<file path="config.mk">
export PLATFORM = sky130hd
export DESIGN_NAME = plru_array_flat
export DESIGN_NICKNAME = d
export VERILOG_FILES = /design/src/rtl/plru_pkg.sv /design/src/rtl/plru_array_if.sv /design/src/rtl/plru_update.sv /design/src/rtl/plru_victim.sv /design/src/rtl/plru_array.sv /design/src/flat_wrapper.sv
export SDC_FILE = /design/constraint.sdc
export NUM_CORES = 1
export LEC_CHECK = 0
export CAP_MARGIN = 0
export CORE_MARGIN = 2
export CORE_UTILIZATION = 40
export CTS_CLUSTER_SIZE = 14
export DETAILED_ROUTE_END_ITERATION = 10
export MAX_ROUTING_LAYER = met4
export PLACE_DENSITY = 0.59
export SKIP_LAST_GASP = 1
export SYNTH_ARGS = -nofsm -noshare
export SYNTH_HDL_FRONTEND = slang
export SYNTH_HIERARCHICAL = 1
export SYNTH_SLANG_ARGS = --single-unit
</file>
<file path="constraint.sdc">
create_clock -name clk -period 15.9 [get_ports clk]
set_input_delay 4.77 -clock clk [delete_from_list [all_inputs] [get_ports clk]]
set_output_delay 4.77 -clock clk [all_outputs]
set_load 0.02 [all_outputs]
</file>
<file path="src/rtl/plru_pkg.sv">
// Shared types and constants for the 16-way binary-tree PLRU state store.
package plru_pkg;

    localparam int WAY_BITS  = 4;
    localparam int NUM_WAYS  = 2**WAY_BITS;
    localparam int PLRU_BITS = NUM_WAYS - 1;

    typedef logic [PLRU_BITS-1:0] plru_word_t;
    typedef logic [WAY_BITS-1:0]  way_t;
    // Heap node index; the largest node (14) fits in WAY_BITS bits.
    typedef logic [WAY_BITS-1:0]  node_t;

    typedef enum logic {
        IDLE  = 1'b0,
        CLEAR = 1'b1
    } clr_state_t;

endpackage

</file>
<file path="src/rtl/plru_array_if.sv">
// Lookup / update / clear bus between the cache control FSM and plru_array.
// PLRU_INVALID_FIRST_EN adds the valid_mask input sampled with rd_en.
interface plru_array_if #(
    parameter int S_INDEX = 4
) ();
    import plru_pkg::*;

    logic               rd_en;
    logic [S_INDEX-1:0] rd_index;
    way_t               victim_way;
    plru_word_t         plru_out;
    logic               rd_valid;
    logic               upd_en;
    logic [S_INDEX-1:0] upd_index;
    way_t               upd_way;
    logic               clear_req;
    logic               busy;
`ifdef PLRU_INVALID_FIRST_EN
    logic [NUM_WAYS-1:0] valid_mask;

    modport master (
        output rd_en, rd_index, upd_en, upd_index, upd_way, clear_req, valid_mask,
        input  victim_way, plru_out, rd_valid, busy
    );
    modport slave (
        input  rd_en, rd_index, upd_en, upd_index, upd_way, clear_req, valid_mask,
        output victim_way, plru_out, rd_valid, busy
    );
`else
    modport master (
        output rd_en, rd_index, upd_en, upd_index, upd_way, clear_req,
        input  victim_way, plru_out, rd_valid, busy
    );
    modport slave (
        input  rd_en, rd_index, upd_en, upd_index, upd_way, clear_req,
        output victim_way, plru_out, rd_valid, busy
    );
`endif
endinterface

</file>
<file path="src/rtl/plru_update.sv">
// Combinational tree update: marks every node on the accessed way's path as
// pointing away from that way.
module plru_update
    import plru_pkg::*;
(
    input  plru_word_t word_in,
    input  way_t       way,
    output plru_word_t word_out
);

    node_t node;
    way_t  way_sh;
    logic  b;

    always_comb begin
        word_out = word_in;
        node     = '0;
        way_sh   = way;
        b        = 1'b0;
        for (int lvl = 0; lvl < WAY_BITS; lvl++) begin
            b              = way_sh[WAY_BITS-1];
            word_out[node] = ~b;
            node           = (node << 1) + node_t'(1) + node_t'(b);
            way_sh         = way_sh << 1;
        end
    end

endmodule

</file>
<file path="src/rtl/plru_victim.sv">
// Combinational tree walk: follows the stored bits from the root, MSB first,
// to the pseudo-least-recently-used way.
module plru_victim
    import plru_pkg::*;
(
    input  plru_word_t word_in,
    output way_t       victim
);

    node_t node;
    logic  b;

    always_comb begin
        victim = '0;
        node   = '0;
        b      = 1'b0;
        for (int lvl = 0; lvl < WAY_BITS; lvl++) begin
            b      = word_in[node];
            victim = {victim[WAY_BITS-2:0], b};
            node   = (node << 1) + node_t'(1) + node_t'(b);
        end
    end

endmodule

</file>
<file path="src/rtl/plru_array.sv">
// Per-set PLRU word store with write-first lookup, registered victim and a
// sequential clear engine. PLRU_INVALID_FIRST_EN prefers the lowest invalid way.
module plru_array
    import plru_pkg::*;
#(
    parameter int S_INDEX = 4
) (
    input  logic          clk,
    input  logic          rst,
    plru_array_if.slave   bus
);

    localparam int NUM_SETS = 2**S_INDEX;
    typedef logic [S_INDEX-1:0] idx_t;

    clr_state_t state_reg, state_next;
    idx_t       ptr_reg, ptr_next;
    logic       clearing;

    plru_word_t set_words [NUM_SETS];
    plru_word_t upd_cur, upd_new, rd_word;
    way_t       tree_way, victim_sel;
    logic       upd_fire;

    plru_word_t plru_reg;
    way_t       victim_reg;
    logic       rd_valid_reg;

    // ---------------- clear FSM ----------------
    always_ff @(posedge clk) begin
        if (rst) begin
            state_reg <= IDLE;
            ptr_reg   <= '0;
        end else begin
            state_reg <= state_next;
            ptr_reg   <= ptr_next;
        end
    end

    always_comb begin
        state_next = state_reg;
        ptr_next   = ptr_reg;
        case (state_reg)
            IDLE: begin
                if (bus.clear_req) begin
                    state_next = CLEAR;
                    ptr_next   = '0;
                end
            end
            CLEAR: begin
                ptr_next = ptr_reg + idx_t'(1);
                if (&ptr_reg) state_next = IDLE;
            end
            default: state_next = IDLE;
        endcase
    end

    always_comb begin
        clearing = (state_reg == CLEAR);
    end

    // ---------------- update path ----------------
    assign upd_fire = bus.upd_en && !clearing;
    assign upd_cur  = set_words[bus.upd_index];

    plru_update u_update (
        .word_in  (upd_cur),
        .way      (bus.upd_way),
        .word_out (upd_new)
    );

    // Each set is its own register so reset can zero the whole array at once.
    genvar gi;
    generate
        for (gi = 0; gi < NUM_SETS; gi++) begin : g_set
            plru_word_t word_reg;
            always_ff @(posedge clk) begin
                if (rst)
                    word_reg <= '0;
                else if (clearing && ptr_reg == idx_t'(gi))
                    word_reg <= '0;
                else if (upd_fire && bus.upd_index == idx_t'(gi))
                    word_reg <= upd_new;
            end
            assign set_words[gi] = word_reg;
        end
    endgenerate

    // ---------------- lookup path ----------------
    always_comb begin
        if (clearing)
            rd_word = '0;
        else if (upd_fire && bus.upd_index == bus.rd_index)
            rd_word = upd_new;
        else
            rd_word = set_words[bus.rd_index];
    end

    plru_victim u_victim (
        .word_in (rd_word),
        .victim  (tree_way)
    );

`ifdef PLRU_INVALID_FIRST_EN
    logic [NUM_WAYS-1:0] mask_sh;
    logic                inv_found;
    way_t                inv_way;

    always_comb begin
        mask_sh   = bus.valid_mask;
        inv_found = 1'b0;
        inv_way   = '0;
        for (int i = 0; i < NUM_WAYS; i++) begin
            if (!inv_found && !mask_sh[0]) begin
                inv_way   = way_t'(i);
                inv_found = 1'b1;
            end
            mask_sh = mask_sh >> 1;
        end
    end

    always_comb begin
        victim_sel = inv_found ? inv_way : tree_way;
        if (clearing) victim_sel = '0;
    end
`else
    always_comb begin
        victim_sel = tree_way;
        if (clearing) victim_sel = '0;
    end
`endif

    always_ff @(posedge clk) begin
        if (rst) begin
            plru_reg     <= '0;
            victim_reg   <= '0;
            rd_valid_reg <= 1'b0;
        end else begin
            rd_valid_reg <= bus.rd_en;
            if (bus.rd_en) begin
                plru_reg   <= rd_word;
                victim_reg <= victim_sel;
            end
        end
    end

    assign bus.plru_out   = plru_reg;
    assign bus.victim_way = victim_reg;
    assign bus.rd_valid   = rd_valid_reg;
    assign bus.busy       = clearing;

endmodule

</file>
<file path="src/flat_wrapper.sv">
// flat-port wrapper written by rule: the top's interface ports become plain ports
module plru_array_flat import plru_pkg::*;
#(
    parameter int S_INDEX = 4
)
  (clk, rst, bus_rd_en, bus_rd_index, bus_upd_en, bus_upd_index, bus_upd_way, bus_clear_req, bus_victim_way, bus_plru_out, bus_rd_valid, bus_busy);
  plru_array_if #(.S_INDEX(S_INDEX)) bus_i ();
  input  logic clk;
  input  logic rst;
  input wire logic [$bits(bus_i.rd_en)-1:0] bus_rd_en;
  input wire logic [$bits(bus_i.rd_index)-1:0] bus_rd_index;
  input wire logic [$bits(bus_i.upd_en)-1:0] bus_upd_en;
  input wire logic [$bits(bus_i.upd_index)-1:0] bus_upd_index;
  input wire logic [$bits(bus_i.upd_way)-1:0] bus_upd_way;
  input wire logic [$bits(bus_i.clear_req)-1:0] bus_clear_req;
  output wire logic [$bits(bus_i.victim_way)-1:0] bus_victim_way;
  output wire logic [$bits(bus_i.plru_out)-1:0] bus_plru_out;
  output wire logic [$bits(bus_i.rd_valid)-1:0] bus_rd_valid;
  output wire logic [$bits(bus_i.busy)-1:0] bus_busy;
  assign bus_i.rd_en = bus_rd_en;
  assign bus_i.rd_index = bus_rd_index;
  assign bus_i.upd_en = bus_upd_en;
  assign bus_i.upd_index = bus_upd_index;
  assign bus_i.upd_way = bus_upd_way;
  assign bus_i.clear_req = bus_clear_req;
  assign bus_victim_way = bus_i.victim_way;
  assign bus_plru_out = bus_i.plru_out;
  assign bus_rd_valid = bus_i.rd_valid;
  assign bus_busy = bus_i.busy;
  plru_array #(.S_INDEX(S_INDEX)) u_core (.clk(clk), .rst(rst), .bus(bus_i));
endmodule
</file>
# After elaboration in Yosys (flattened, before gate mapping)

Index checks and enable logic that the tools add are counted.

$add $sub $neg: 11
$mul: 0
Divide/modulo/power cells: 0
$lt $le $gt $ge: 11
Equality and inequality tests: 32
Shift-type cells: 0
Mux-type cells: 29
Bitwise logic cells: 7
Reduce and logical (&&, ||, !) cells: 57

Operator list:

| kind                                                              | number |
|---|---|
| binary-select mux 15 bit (select 4 bit)                           | 2 |
| 2-to-1 mux 15 bit                                                 | 6 |
| == test 4 bit, second input constant                              | 16 |
| bitwise mux 15 bit                                                | 3 |
| logical AND 1 bit                                                 | 37 |
| == test 4 x 3 -> 1 bit, second input constant                     | 8 |
| OR reduction 2 bit                                                | 16 |
| less-than comparator 4 x 5 -> 1 bit, second input constant        | 5 |
| adder 4 x 1 -> 4 bit                                              | 4 |
| adder 4 x 1 -> 4 bit, second input constant                       | 4 |
| == test 4 x 2 -> 1 bit, second input constant                     | 4 |
| binary-select mux 1 bit (select 4 bit)                            | 3 |
| demux 1 bit (select 4 bit)                                        | 3 |
| greater-or-equal comparator 5 bit, second input constant          | 2 |
| inverter 4 -> 5 bit                                               | 2 |
| == test 4 x 1 -> 1 bit, second input constant                     | 2 |
| greater-or-equal comparator 4 x 1 -> 1 bit, second input constant | 2 |
| zero test 4 bit                                                   | 2 |
| 2-to-1 mux 1 bit                                                  | 8 |
| 2-to-1 mux 4 bit                                                  | 2 |
| one-hot mux 4 bit (2 select lines)                                | 1 |
| less-than comparator 2 x 5 -> 1 bit, second input constant        | 1 |
| inverter 1 bit                                                    | 5 |
| adder 1 x 1 -> 2 bit, first input constant                        | 2 |
| other kinds (7)                                                   | 7 |

Register bits after elaboration: 265
Latch bits: 0
Memory bits (writable): 0
Memory bits (read-only): 0
Input port bits: 17
Output and inout bits: 21
Memories kept: 0

# Logic depth before layout (Yosys ltp)

Gate-level depths: netlist of the first run.

Depth after elaboration: 22
Depth in mapped cells: 22
Depth with buffers taken out: 18

# Modules after synthesis

The synthesis of the first run kept the hierarchy.

By module, submodules not included:

| module      | times used | cells an instance | area an instance (sq um) | seq. area each (sq um) |
|---|---|---|---|---|
| plru_array  | 1          | 1489              | 13845.8                  | 5305.1 |
| plru_update | 1          | 63                | 444.2                    | 0.0 |
| plru_victim | 1          | 43                | 335.3                    | 0.0 |

# Worst setup path after synthesis of the first run

Ideal clock, no wire load.

Path kind: input port to flip-flop
Start: in bus_upd_index[1]
End: reg u_core.victim_reg[0], in the netlist u_core/bus.victim_way[0]
Data arrival time: 8.669 ns
Data required time: 15.835 ns
Setup slack: 7.166 ns
Stages on the path: 20
Cells stage by stage: buf_2 -> buf_1 -> mux4_2 -> mux4_2 -> a221oi_1 -> o22ai_1 -> clkbuf_1 -> nor3b_1 -> nor3_1 -> nor2b_1 -> a211oi_1 -> a21oi_1 -> ha_1 -> mux2_2 -> o21ai_0 -> nor4_2 -> a211oi_2 -> buf_4 -> a21oi_1 -> nor2_1

Word-level cells in the longest chain between the ends: 18

Ends and longest elaborated chain:

| item                                                   | line               | source |
|---|---|---|
| start, declared                                        | flat_wrapper.sv:13 | `input wire logic [$bits(bus_i.upd_index)-1:0] bus_upd_index;` |
| inverter 4 -> 5 bit (not written as such) *            | plru_array.sv:64   | `assign upd_cur = set_words[bus.upd_index];` |
| binary-select mux 15 bit (select 4 bit) *              | plru_array.sv:64   |  |
| 2-to-1 mux 15 bit (not written as such) * (2 in a row) | plru_array.sv:64   |  |
| net u_core.upd_cur[1]                                  | plru_array.sv:21   | `plru_word_t upd_cur, upd_new, rd_word;` |
| bitwise mux 15 bit * (3 in a row)                      | plru_update.sv:22  | `word_out[node] = ~b;` |
| net u_core.upd_new[1]                                  | plru_array.sv:21   |  |
| 2-to-1 mux 15 bit *                                    | plru_array.sv:93   | `else if (upd_fire && bus.upd_index == bus.rd_index)` |
| 2-to-1 mux 15 bit *                                    | plru_array.sv:91   | `if (clearing)` |
| net u_core.rd_word[1]                                  | plru_array.sv:21   |  |
| [... 3 more ...]                                       | n/a                |  |
| binary-select mux 1 bit (select 4 bit) *               | plru_victim.sv:18  | `b = word_in[node];` |
| 2-to-1 mux 1 bit (not written as such) *               | plru_victim.sv:18  |  |
| net u_core.tree_way[1]                                 | plru_array.sv:22   | `way_t tree_way, victim_sel;` |
| adder 4 x 1 -> 4 bit *                                 | plru_victim.sv:20  | `node = (node << 1) + node_t'(1) + node_t'(b);` |
| binary-select mux 1 bit (select 4 bit) *               | plru_victim.sv:18  |  |
| 2-to-1 mux 1 bit (not written as such) *               | plru_victim.sv:18  |  |
| net u_core.u_victim.b                                  | plru_victim.sv:11  | `logic b;` |
| 2-to-1 mux 4 bit *                                     | plru_array.sv:129  | `if (clearing) victim_sel = '0;` |
| end signal, assigned                                   | plru_array.sv:142  | `victim_reg <= victim_sel;` |
| end, declared                                          | plru_array.sv:26   | `way_t victim_reg;` |

Mark *: on every way through the listed nets, which the timed path passes. The rest lies on a longest branch. The select of a mux whose other input is x is not followed.
A chain may end at the register's enable or synchronous reset.

# Worst setup path after layout of the first run

Start: in bus_upd_index[0]
End: reg u_core.victim_reg[0], in the netlist u_core/bus.victim_way[0]

Word-level cells in the longest chain between the ends: 18

Ends and longest elaborated chain:

| item                                                   | line |
|---|---|
| inverter 4 -> 5 bit (not written as such) *            | plru_array.sv:64 |
| binary-select mux 15 bit (select 4 bit) *              | plru_array.sv:64 |
| 2-to-1 mux 15 bit (not written as such) * (2 in a row) | plru_array.sv:64 |
| net u_core.upd_cur[1]                                  | plru_array.sv:21 |
| bitwise mux 15 bit * (3 in a row)                      | plru_update.sv:22 |
| net u_core.upd_new[1]                                  | plru_array.sv:21 |
| 2-to-1 mux 15 bit *                                    | plru_array.sv:93 |
| 2-to-1 mux 15 bit *                                    | plru_array.sv:91 |
| net u_core.rd_word[1]                                  | plru_array.sv:21 |
| [... 3 more ...]                                       | n/a |
| binary-select mux 1 bit (select 4 bit) *               | plru_victim.sv:18 |
| 2-to-1 mux 1 bit (not written as such) *               | plru_victim.sv:18 |
| net u_core.tree_way[1]                                 | plru_array.sv:22 |
| adder 4 x 1 -> 4 bit *                                 | plru_victim.sv:20 |
| binary-select mux 1 bit (select 4 bit) *               | plru_victim.sv:18 |
| 2-to-1 mux 1 bit (not written as such) *               | plru_victim.sv:18 |
| net u_core.tree_way[0]                                 | plru_array.sv:22 |
| 2-to-1 mux 4 bit *                                     | plru_array.sv:129 |

Marks and branches as above.

==> results of run 1 <==
-- layer usage --
metal	vias to the layer above	wire length, um	share of wire	track usage
met1	6284	21500	0.40	0.385
met2	871	23900	0.44	0.430
met3	153	6450	0.12	0.0604
met5	-	0	0	-
li1	5669	-	-	-
met4	0	2540	0.047	0.133
-- stage by stage --
step / hold slack [ps] / cell area [um^2] / utilization / total power [mW] / worst slack [ps]
after floorplan: 433 / 14500 / - / 0.774 / 7180
after global placement: 440 / 15000 / 0.421 / 0.821 / 5960
after detailed placement: 440 / 15000 / 0.421 / 0.822 / 5950
after CTS: 453 / 16100 / 0.451 / 1.55 / 6560
after global routing: 474 / 16100 / 0.451 / 1.59 / 6120
final: 447 / 16100 / 0.451 / 1.55 / 6590
-- cell type report --
class                           count  area (um^2)
Fill cell                        3345        19600
Multi-Input combinational cell   1143         8370
Sequential cell                   265         5310
Clock buffer                       39          846
Timing Repair Buffer               84          703
Tap cell                          461          577
Clock inverter                     16          196
Inverter                           18         67.6
-- power by group --
part / internal (mW) / total, mW / switching (mW)
Clock: 0.439 / 0.739 / 0.300
Combinational: 0.0394 / 0.142 / 0.103
Sequential: 0.667 / 0.669 / 0.00215
Total: 1.15 / 1.55 / 0.405
-- path summary, 6_finish.rpt --
check,endpoint,startpoint,cells past startpoint
worst max-delay path,u_core/bus.victim_way[0],bus_upd_index[0],19
worst min-delay path,u_core/bus.plru_out[12],u_core/bus.plru_out[12],2
worst max register to register,u_core/bus.victim_way[0],u_core/g_set[15].word_reg[1],17
worst min register to register,u_core/bus.plru_out[12],u_core/bus.plru_out[12],2
-- worst max-delay path, delay by kind of cell --
kind,cells,cell delay (ps)
muxes,3,1420
buffers and inverters,3,1300
AOI/OAI and AO/OA,7,1130
and+or+nand+nor,5,930
adders and majority gates,1,260
==> impl_metrics.tcl, run 1 <==
set metrics [dict create \
    rsz0062_at_grt "false" \
    grt_pass1_wl_um 80400 \
    synth_area_um2 14500 \
    clk_pin_slew_worst_paths_ps 70 \
    gp_congestion 0.914 \
    crit_slowest_cell "buf_4" \
    status "finished clean" \
    dieWidth_um 194 \
    cts_made_buffers 31 \
    tns_ps 0 \
    max_freq_mhz 107 \
    syn_nets 1617 \
    layout_common_cells "364 x nand2_1, 265 x dfxtp_1, 254 x a21oi_1" \
    totalWireLength_um 54400 \
    ir_worst_vdd_mv 0.0740 \
    crit_top_cell "buf_4" \
    drt-vias-per-instance 6.41 \
    clock_sinks 265 \
    nets 1570 \
    grt_max_degree 62 \
    cts_tree "yes" \
    fin_crit_ps 9310 \
    slew_headroom 0.121 \
    numPortBuffers 37 \
    grt_usage 0.292 \
    cts_buffer_depth 3 \
    dr.pass1.iters 6 \
    layout_commonest_cell "nand2_1" \
    final.period_utilization 0.586 \
    die_area_um2 37800 \
    cts_hold_buffers 0 \
    hold_viol_final 0 \
    clk_latency_ps 590 \
    hold_path.class "reg -> reg" \
    wl_per_cell_um 26.9 \
    cts_root_buf "clkbuf_16" \
    drt_iter0_markers 1837 \
    maxCapViolations 0 \
    post_cts_resized 0 \
    worstPathMaxFanout 46 \
    antenna_found_initial 0 \
    p_leak_nw 5.13 \
    overflow 0 \
    crit_path_cell_trace "buf_4 > buf_4 > mux4_2 > mux4_2 > a221oi_1 > o22ai_1 > buf_4 > nor3b_1 > nor3_1 > nor2b_1 > a211oi_1 > a21oi_1 > ha_1 > mux2_2 > o21ai_0 > nor4_2 > a211oi_2 > a21oi_1 > nor2_1" \
    pin_count 38 \
    syn_inst 1590 \
    critPathMaxStageDelay_ps 780 \
    place_inst 1971 \
    post_cts_buffers 0 \
    antenna_cells 0 \
    slew_violations 0 \
    ys_warn_count 6 \
    largest_reg_flops 240 \
    cp_data_required_time_ps 16430 \
    finalSetupViolCount 0 \
    vias 13000 \
    row_count 69 \
    worstSetupEndpointType "flop" \
    synth_area_per_cell_um2 9.13 \
    core_um2 35700 \
    die_y_um 194 \
    dp_hpwl_um 33600 \
    syn_to_final_growth_pct 10.7 \
    tightest_slew_ps 1310 \
    p_per_area_nw_per_um2 96.5 \
    instances_no_fill 2026 \
    grt_pass1_vias 12100 \
    postRouteAntennaNets 0 \
    htree_levels 1 \
    drive_above_1_share 0.164 \
    crit_type "in -> reg" \
    finClkSkew_ps 20.5 \
    cp-start-kind "primary input" \
    initial_utilization 0.407 \
    r2r_slack_ps 11680 \
    critPathArrivalTime_ps 9840 \
    route.detailed.drc 0 \
]
(Power assumes the default switching activity.)
==> run 2, diff against run 1 <==
--- a/config.mk
+++ b/config.mk
@@ -11,7 +11,7 @@
 export CTS_CLUSTER_SIZE = 14
 export DETAILED_ROUTE_END_ITERATION = 10
 export MAX_ROUTING_LAYER = met4
-export PLACE_DENSITY = 0.59
+export PLACE_DENSITY = 0.61
 export SKIP_LAST_GASP = 1
 export SYNTH_ARGS = -nofsm -noshare
 export SYNTH_HDL_FRONTEND = slang
==> constraint.sdc (replaced) <==
create_clock -name clk -period 8.3 [get_ports clk]
set_input_delay 2.49 -clock clk [delete_from_list [all_inputs] [get_ports clk]]
set_output_delay 2.49 -clock clk [all_outputs]
set_load 0.02 [all_outputs]
==> run 2 against run 1 <==
Against the previous run:
- final cell count rose by 0.20%
- via count rose by 1.1%
- design area rose by 0.18%
- largest power group unchanged
==> impl_metrics.tcl, run 2 (synthesis gave the netlist of run 1 again) <==
set metrics [dict create \
    finalInstanceArea_um2 16100 \
    cts_root_buf "clkbuf_16" \
    dp_hpwl_um 35000 \
    dr.pass1.iters 6 \
    drt-vias-per-instance 6.47 \
    cts_hold_buffers 0 \
    cts_buffer_depth 3 \
    fin_ws_ps 1540 \
    largest_reg_flops 240 \
    p_per_area_nw_per_um2 183 \
    antenna_cells 0 \
    nets 1572 \
    post_cts_buffers 0 \
    met1_length_um 20800 \
    antenna_found_initial 0 \
    maxCapViolations 0 \
    totalWireLength_um 54300 \
    initial_utilization 0.407 \
    nFillCells 3370 \
    wl_met3_um 6290 \
    status "finished clean" \
    grt_usage 0.289 \
    hold_viol_final 0 \
    overflow 0 \
    route.met2.wl_um 24600 \
    layout_commonest_cell "nand2_1" \
    grt_max_degree 42 \
    clock_sinks 265 \
    max_freq_mhz 148 \
    cp-start-kind "primary input" \
    critPathArrivalTime_ps 7190 \
    placed_cell_area_um2 15100 \
    layout_common_cells "364 x nand2_1, 265 x dfxtp_1, 254 x a21oi_1" \
    grt_pass1_vias 12200 \
    p_leak_nw 5.15 \
    highest_layer "met4" \
    cts_made_buffers 30 \
    grt_pass1_wl_um 80100 \
    finalSetupViolCount 0 \
    rsz0062_at_grt "false" \
    die_y_um 194 \
    fin_util 0.451 \
    syn_to_final_growth_pct 10.9 \
    crit_type "in -> reg" \
    tightest_slew_ps 1280 \
    htree_levels 1 \
    dieWidth_um 194 \
    post_cts_resized 0 \
    wl_per_cell_um 26.8 \
    drt_iter0_markers 1587 \
    hold_path.class "reg -> reg" \
    die_area_um2 37800 \
    core_um2 35700 \
    clk_pin_slew_worst_paths_ps 70 \
    fin_crit_ps 6760 \
    finClkSkew_ps 28.1 \
    tns_ps 0 \
    postRouteAntennaNets 0 \
    clk_latency_ps 590 \
    worstSetupEndpointType "flop" \
    final.period_utilization 0.815 \
    slew_violations 0 \
    pre_cts_slack_ps 975 \
    gp_congestion 0.962 \
    slew_headroom 0.143 \
    route.detailed.drc 0 \
    drive_above_1_share 0.164 \
    numPortBuffers 37 \
    worstPathMaxFanout 36 \
    cts_tree "yes" \
    row_count 69 \
    pin_count 38 \
    vias 13100 \
    ir_worst_vdd_mv 0.140 \
    cp_data_required_time_ps 8730 \
]
run 2: cell types whose count changed in the layout (fill, tap and decap cells not counted):
| cell | before | now |
|---|---|---|
| bufinv_16 | 4 | 3 |
| clkinvlp_4 | 5 | 2 |
| nor3_4 | 0 | 1 |
| clkbuf_8 | 4 | 9 |
| clkbuf_16 | 31 | 30 |
| clkbuf_1 | 4 | 7 |
| buf_4 | 49 | 52 |
| clkinv_2 | 6 | 4 |
| inv_6 | 1 | 0 |
| nor3_2 | 1 | 0 |
| clkinv_8 | 0 | 1 |
run 2: cell type report:
cell class / instances / area [um^2] / area share
Timing Repair Buffer: 87 / 726 / 0.0451
Clock inverter: 10 / 141 / 0.00878
Sequential cell: 265 / 5310 / 0.330
Clock buffer: 46 / 901 / 0.0560
Inverter: 18 / 67.6 / 0.00420
Tap cell: 461 / 577 / 0.0358
Multi-Input combinational cell: 1143 / 8380 / 0.521
run 2: worst max-delay path: stages:
cell and delay (ps):
buf_4 520, buf_4 560, mux4_2 580, mux4_2 470, inv_1 90, mux2i_1 70
buf_4 250, nor3b_1 340, nor3_1 210, a211oi_1 280, a21oi_1 100, ha_1 390
o311ai_0 140, a21oi_1 100, nor4_2 310, a211oi_2 80, a21oi_1 130, nor2_1 50
run 2: report_power, final:
part | leakage (nW) | total, mW | internal (mW) | switching [mW]
Clock | 0.508 | 1.40 | 0.838 | 0.562
Combinational | 2.51 | 0.272 | 0.0763 | 0.196
Sequential | 2.14 | 1.28 | 1.28 | 0.00422
Total | 5.15 | 2.95 | 2.19 | 0.762
run 2: final timing paths:
| kind | slack [ps] | startpoint | depth (start not counted) | endpoint |
|---|---|---|---|---|
| setup / recovery | 1540 | bus_upd_index[0] | 18 | u_core/bus.victim_way[0] |
| hold / removal | 450 | u_core/bus.plru_out[7] | 2 | u_core/bus.plru_out[7] |
| setup reg to reg | 3990 | u_core/g_set[2].word_reg[1] | 17 | u_core/bus.victim_way[0] |
| hold reg to reg | 450 | u_core/bus.plru_out[7] | 2 | u_core/bus.plru_out[7] |
run 2: layer usage:
| metal | track usage | vias to the layer above |
|---|---|---|
| met1 | 0.368 | 6353 |
| met5 | - | - |
| met4 | 0.125 | 0 |
| met3 | 0.0607 | 193 |
| li1 | - | 5666 |
| met2 | 0.445 | 914 |
run 2: metrics by stage:
step	total power [mW]	std cells	hold WS [ps]
2_1_floorplan	1.48	1590	433
5_1_grt	3.02	2030	473
3_3_place_gp	1.57	1974	441
3_5_place_dp	1.57	1974	445
4_1_cts	2.96	2030	457
6_report	2.95	2030	451
